[config.mk]
export PLATFORM = sky130hd
export DESIGN_NAME = dm_burst_seq
export DESIGN_NICKNAME = d
export VERILOG_FILES = /design/src/rtl/dm_burst_seq.sv
export SDC_FILE = /design/constraint.sdc
export NUM_CORES = 1
export LEC_CHECK = 0
export CAP_MARGIN = 20
export CORE_UTILIZATION = 65
export DETAILED_ROUTE_END_ITERATION = 6
export DONT_BUFFER_PORTS = 1
export PLACE_DENSITY = 0.81
export SLEW_MARGIN = 0
export SYNTH_ARGS = -nofsm -noshare
export SYNTH_HDL_FRONTEND = slang
export SYNTH_SLANG_ARGS = --single-unit
export TNS_END_PERCENT = 10
[constraint.sdc]
create_clock -name clk_div -period 2.5 [get_ports clk_div]
set_input_delay 0.5 -clock clk_div [delete_from_list [all_inputs] [get_ports clk_div]]
set_output_delay 0.5 -clock clk_div [all_outputs]
set_load 0.01 [all_outputs]
[src/rtl/dm_burst_seq.sv]
// DM burst sequencer: drives per-cycle DM data/tristate nibbles for BL8 write bursts
// and runs a set/load/ack handshake that programs the DM output delay element.
module dm_burst_seq #(
    parameter int   DLY_LD_WAIT = 2,
    parameter logic DM_IDLE     = 1'b0
) (
    input  logic       clk_div,
    input  logic       rst_n,
    input  logic       wr_start,
    input  logic [7:0] dm_mask,
    output logic       ready,
    output logic [3:0] din,
    output logic [3:0] tin,
    input  logic       dly_req,
    input  logic [7:0] dly_val,
    output logic       dly_ack,
    output logic [7:0] dly_data,
    output logic       set_odelay,
    output logic       ld_odelay,
    output logic       err_overrun
);

    typedef enum logic [2:0] {IDLE, PRE, D0, D1, POST} burst_t;
    typedef enum logic [2:0] {D_IDLE, D_SET, D_WAIT, D_LD, D_ACK} dly_t;

    localparam logic [3:0] WAIT_INIT = (DLY_LD_WAIT > 1) ? 4'(DLY_LD_WAIT - 2) : 4'd0;
    localparam logic [3:0] DIN_IDLE  = {4{DM_IDLE}};

    burst_t     state, state_next;
    dly_t       dstate, dstate_next;
    logic [7:0] mask_q, mask_next;
    logic [3:0] cnt, cnt_next;
    logic [3:0] din_next, tin_next;
    logic       wr_acc, dly_acc;

    always_comb begin
        ready = 1'b0;
        case (state)
            IDLE:    ready = (dstate == D_IDLE);
            D1:      ready = 1'b1;
            POST:    ready = 1'b1;
            default: ready = 1'b0;
        endcase
    end

    assign wr_acc  = wr_start && ready;
    assign dly_acc = (dstate == D_IDLE) && dly_req && (state == IDLE) && !wr_start;

    // The upper nibble of an in-flight burst is already registered into din when a
    // new burst is accepted in D1, so the next D0 beat comes straight from dm_mask.
    assign mask_next = wr_acc ? dm_mask : mask_q;

    always_comb begin
        state_next = state;
        case (state)
            IDLE:    if (wr_acc) state_next = PRE;
            PRE:     state_next = D0;
            D0:      state_next = D1;
            D1:      state_next = wr_start ? D0 : POST;
            POST:    state_next = wr_start ? D0 : IDLE;
            default: state_next = IDLE;
        endcase
    end

    always_comb begin
        tin_next = 4'h0;
        din_next = DIN_IDLE;
        case (state_next)
            IDLE:    tin_next = 4'hF;
            D0:      din_next = mask_next[3:0];
            D1:      din_next = mask_next[7:4];
            default: din_next = DIN_IDLE;
        endcase
    end

    always_ff @(posedge clk_div or negedge rst_n) begin
        if (!rst_n) begin
            state       <= IDLE;
            mask_q      <= 8'h00;
            tin         <= 4'hF;
            din         <= DIN_IDLE;
            err_overrun <= 1'b0;
        end else begin
            state       <= state_next;
            mask_q      <= mask_next;
            tin         <= tin_next;
            din         <= din_next;
            err_overrun <= err_overrun | (wr_start & ~ready);
        end
    end

    always_comb begin
        dstate_next = dstate;
        cnt_next    = cnt;
        case (dstate)
            D_IDLE: if (dly_acc) dstate_next = D_SET;
            D_SET: begin
                dstate_next = (DLY_LD_WAIT > 1) ? D_WAIT : D_LD;
                cnt_next    = WAIT_INIT;
            end
            D_WAIT: begin
                if (cnt == 4'd0) dstate_next = D_LD;
                else             cnt_next    = cnt - 4'd1;
            end
            D_LD:    dstate_next = D_ACK;
            D_ACK:   dstate_next = D_IDLE;
            default: dstate_next = D_IDLE;
        endcase
    end

    always_ff @(posedge clk_div or negedge rst_n) begin
        if (!rst_n) begin
            dstate     <= D_IDLE;
            cnt        <= 4'd0;
            dly_data   <= 8'h00;
            set_odelay <= 1'b0;
            ld_odelay  <= 1'b0;
            dly_ack    <= 1'b0;
        end else begin
            dstate     <= dstate_next;
            cnt        <= cnt_next;
            if (dly_acc) dly_data <= dly_val;
            set_odelay <= (dstate_next == D_SET);
            ld_odelay  <= (dstate_next == D_LD);
            dly_ack    <= (dstate_next == D_ACK);
        end
    end

endmodule
## Word level (Yosys, flattened, before mapping)

Cells that the tools add are included.

- Output and inout bits: 21
- Flip-flop bits (word level): 38
- Bits of input ports: 20

- Equal/unequal tests: 13
- Bitwise logic cells: 3
- Reductions and logical operators: 12
- Multiplexer cells: 13
- Add/subtract/negate cells: 1

Operators with widths:

| kind | number |
|---|---|
| $eq 3x2->1 const B | 7 |
| $pmux 4 s2 | 2 |
| $pmux 3 s5 | 1 |
| $mux 3 | 4 |
| $pmux 3 s4 | 1 |
| $eq 3x1->1 const B | 3 |
| $logic_not 3->1 | 3 |
| $mux 4 | 2 |
| $mux 8 | 1 |
| $eq 3x3->1 const B | 2 |
| $logic_and 1x1->1 | 4 |
| $logic_not 4->1 | 1 |
| $sub 4x1->4 const B | 1 |
| $mux 2 | 1 |
| $ne 2x2->1 const B | 1 |
| $pmux 1 s2 | 1 |
| $reduce_and 2->1 | 1 |
| $reduce_bool 2->1 | 1 |
| $reduce_or 2->1 | 1 |
| $and 1x1->1 | 1 |
| $logic_not 1->1 | 1 |
| $not 1->1 | 1 |
| $or 1x1->1 | 1 |

## Longest topological paths before layout

- Word-level depth: 8
- Gate-level depth with buffers: 7

## Worst setup path before layout

No wires, ideal clock.

- Path type: input to register
- Start: in wr_start
- End: reg din[3]
- Arrival time: 1.354 ns
- Path slack: 1.012 ns
- Cell stages on the path: 5
- Cells stage by stage: buf_2 > nand4b_1 > nand3_4 > mux2i_1 > o22ai_1

- Longest elaborated chain between the ends: 5
- Elaborated cells between the ends (all ways): 9

Ends and longest elaborated chain:

| item | RTL line | RTL |
|---|---|---|
| start, declared | 9 | `input logic wr_start,` |
| $logic_and 1x1->1 | 46 | `assign wr_acc = wr_start && ready;` |
| $mux 3 | 56 | `IDLE: if (wr_acc) state_next = PRE;` |
| $pmux 3 s5 | 55 | `case (state)` |
| $eq 3x2->1 | 68 | `case (state_next)` |
| $pmux 4 s2 * | 68 |  |
| named net din_next[3] | 33 | `logic [3:0] din_next, tin_next;` |
| end signal, assigned | 87 | `din <= din_next;` |
| end, declared | 12 | `output logic [3:0] din,` |

Mark *: on every way through the listed nets, which the timed path passes. The rest lies on a longest branch.
A chain may end at the register's enable or synchronous reset.

## Worst setup path after layout

- Start: reg state[2]
- End: out ready

- Longest elaborated chain between the ends: 3
- Elaborated cells between the ends (all ways): 5

Ends and longest elaborated chain:

| item | RTL line | RTL |
|---|---|---|
| start, declared | 29 | `burst_t state, state_next;` |
| start signal, assigned | 84 | `state <= state_next;` |
| $eq 3x3->1 / $eq 3x2->1 (equally long branches) | 38 | `case (state)` |
| $reduce_or 2->1 (no line) | -- |  |
| $pmux 1 s2 * | 38 |  |
| end, declared | 11 | `output logic ready,` |

Mark *: on every way between the ends. The rest lies on a longest branch, timed or not.

==> reports/metrics.yaml <==
cells_and_area:
  area_delta_synth_final_pct: 5.397
  multi_input_area_sq_um: 568.0
  seqCellArea_sq_um: 877.1
  fillers: 168
  nets: 164
  instances_no_fill: 171
  drive_gt1_share_pct: 12.59
  num_antenna_cells: 0
sta:
  tightest_slew_ns: 0.4359
  setup_viol: 0
  fin_crit_ns: 1.975
  slew-limit-headroom_pct: 70.63
  fin_setup_tns_ns: 0
  max_freq_ghz: 0.5062
  min_period_over_period_pct: 79.02
  rsz0062_at_grt: "no"
  clock_skew_ns: 0.01146
  drv_slew: 0
  hold_viol_final: 0
synth:
  yosysSeqAreaShare_pct: 57.32
  ys_warn_count: 0
  synth_top_flop_cell: "dfrtp_1"
  ys_seq_elements: 35
  synth_area_per_cell_sq_um: 11.01
  synthCells: 139
  synth.top_cell.area_share_pct: 55.60
  synth_cell_type_count: 37
  async_flop_share_pct: 100.0
  synth_area_leaders: "dfrtp_1 56%, nand2_1 6.4%, mux2i_1 5.2%"
  yosys.area.top_type: "dfrtp_1"
  synth_area_sq_um: 1530
  syn_nets: 161
  synth_edf_count: 0
cts:
  clkTransAtPathRegs_ns: 0.10
  clock_path_buffers: 2
  holdBufCountCts: 2
  cts_root_buf: "clkbuf_4"
  cts-resized-gates: 0
  cts_made_buffers: 5
  cts.sink_count: 35
  cts_max_level: 2
  clk_latency_ns: 0.35
  cts_tree: "built"
  cts_setup_buffers: 0
drt:
  first_iter_violations: 8
  drc: 0
  drtPass1Iterations: 4
  drt-total-wl_um: 2498
  viasPerCell: 5.526
  wl_per_cell_um: 14.61
  antenna_left: 0
  vias: 945
min_path:
  hp-class: "primary input to register"
global_route:
  grt_pass1_wl_um: 4174
  globalRoute.totalOverflow: 0
  grt_pass1_vias: 930
  grt_antenna_before_repair: 0
  grt_start_max_net_pins: 36
  track_usage_pct: 23.84
worst_setup_path:
  reg2reg_depth: 7
  worstSetupPathType: "register to primary output"
  path_delay_family: "flip-flops"
  path_buf_inv: 0
  cp-startpoint: "state[2]"
  max_stage_delay_ns: 0.51
  rr_startpoint: "cnt[0]"
  crit_fanout: 13
  cp-end-kind: "primary output"
  r2r_setup_slack_ns: 0.90
  cp_data_required_time_ns: 2.00
  r2r_end: "cnt[3]"
  critPathSlowestCell: "dfrtp_1"
  crit_end: "ready"
  startpoint_type: "register"
  worstPathCellList: "nand2b_1 > o21ai_0"
  arrival_ns: 1.48
  crit_cells: 2
placement:
  io_buffer_count: 0
  dp_hpwl_um: 1736
  place.gp.congestion: 0.7568
  dp.cells: 161
power:
  ir_drop_v: 0.0007913
  p_leak_nw: 0.7880
  p_per_area_nw_per_um2: 1153
floorplanning:
  placementRows: 17
  start_util_pct: 69.17
  die_h_um: 50.52
  dieArea_sq_um: 2552
  io_pins: 41
  core_area_sq_um: 2212
  die_w_um: 50.52
status:
  status: "completed"
job:
  max_cap_viol_count: 0
## Yosys cell counts (3+ instances only)
master,n
dfrtp_1,34
nand2_1,26
inv_1,13
mux2i_1,8
nor2_1,6
o22ai_1,5
xnor2_1,4
buf_4,3
## report_power, final
| part | internal (mW) | total (mW) | leakage (nW) | switching, mW |
|---|---|---|---|---|
| registers | 0.784 | 1.01 | 0.438 | 0.228 |
| logic | 0.237 | 0.548 | 0.322 | 0.311 |
| clock network | 0.108 | 0.299 | 0.0282 | 0.190 |
| total | 1.13 | 1.86 | 0.788 | 0.729 |
## worst reg2reg max path, cell delays in order (launching register included)
cell	delay [ns]
dfrtp_1	0.40
inv_1	0.08
ha_1	0.19
nor3b_1	0.14
nand3b_2	0.28
nor4_2	0.21
xnor2_1	0.15
nor2_1	0.05
## worst min path at each step
stage                     slack (ns)     endpoint     start  cells after the start
after floorplan                 0.20       cnt[0]     rst_n                      0
after global placement          0.21  err_overrun     rst_n                      0
after detailed placement        0.21     state[1]     rst_n                      0
after CTS                       0.22     state[2]  wr_start                      1
after global routing            0.21     state[2]  wr_start                      1
final                           0.23     state[2]  wr_start                      1
## metal layers
layer  GRT usage, %  vias up  wire length [um]
met4          8.333        0                40
met2          38.00       24              1249
li1               -      467                 -
met3          10.91        6               162
met1          28.43      448              1045
met5              0        -                 0
## registers in the layout, summed over array words and instances, names as in the netlist
signal       count
dly_data         8
dstate           3
dly_ack          1
set_odelay       1
cnt              4
din              4
state            3
mask_q           8
tin              1
err_overrun      1
ld_odelay        1
## cells in the final DEF, fill, tap and decap left out, types with 2 or more instances in the layout
cell type | netlist | layout
nor2_2 | 2 | 2
and3b_1 | 2 | 2
nor3b_1 | 2 | 2
ha_1 | 2 | 2
nand3_1 | 2 | 2
nand2b_1 | 2 | 2
nand4b_1 | 2 | 2
nor2_1 | 6 | 6
o21ai_1 | 2 | 2
mux2i_1 | 8 | 8
clkbuf_4 | 0 | 5
o21ai_0 | 2 | 2
o22ai_1 | 5 | 5
inv_1 | 13 | 13
dfrtp_1 | 34 | 34
nand2_1 | 26 | 26
o21a_1 | 2 | 2
xnor2_1 | 4 | 4
## kinds of logic (layout without fill, tap and decap cells)
| kind of cell | count (synthesis) | after routing | share of synthesized area, % |
|---|---|---|---|
| compound gates | 15 | 15 | 6.132 |
| xor+xnor | 4 | 4 | 2.289 |
| fa+ha+maj | 2 | 2 | 1.635 |
| buf+inv | 19 | 23 | 5.560 |
| flops | 35 | 35 | 57.32 |
| mux | 8 | 8 | 5.233 |
| simple gates | 56 | 56 | 21.83 |
## through the flow
| step | instance area [sq um] | hold slack, ns | util, % | setup slack (ns) | power [mW] |
|---|---|---|---|---|---|
| finish | 1613 | 0.2301 | 72.91 | 0.5246 | 1.859 |
| global route | 1613 | 0.2099 | 72.91 | 0.4088 | 2.004 |
| CTS | 1613 | 0.2208 | 72.91 | 0.5004 | 1.870 |
| detailed placement | 1529 | 0.2050 | 69.12 | 0.8855 | 1.561 |
| global placement | 1529 | 0.2051 | 69.12 | 0.9227 | 1.524 |
| floorplan | 1530 | 0.2044 | - | 1.012 | 1.474 |
## cell type report
cell class / count / share of cell area, %
flip-flops and latches: 35 / 54.38
multi-input cells: 85 / 35.22
inverters: 13 / 3.026
clock buffers: 6 / 2.560
well taps: 28 / 2.172
repair buffers: 2 / 1.862
clock inverters: 2 / 0.7758
Note: power is estimated with default switching activity, not from simulation.
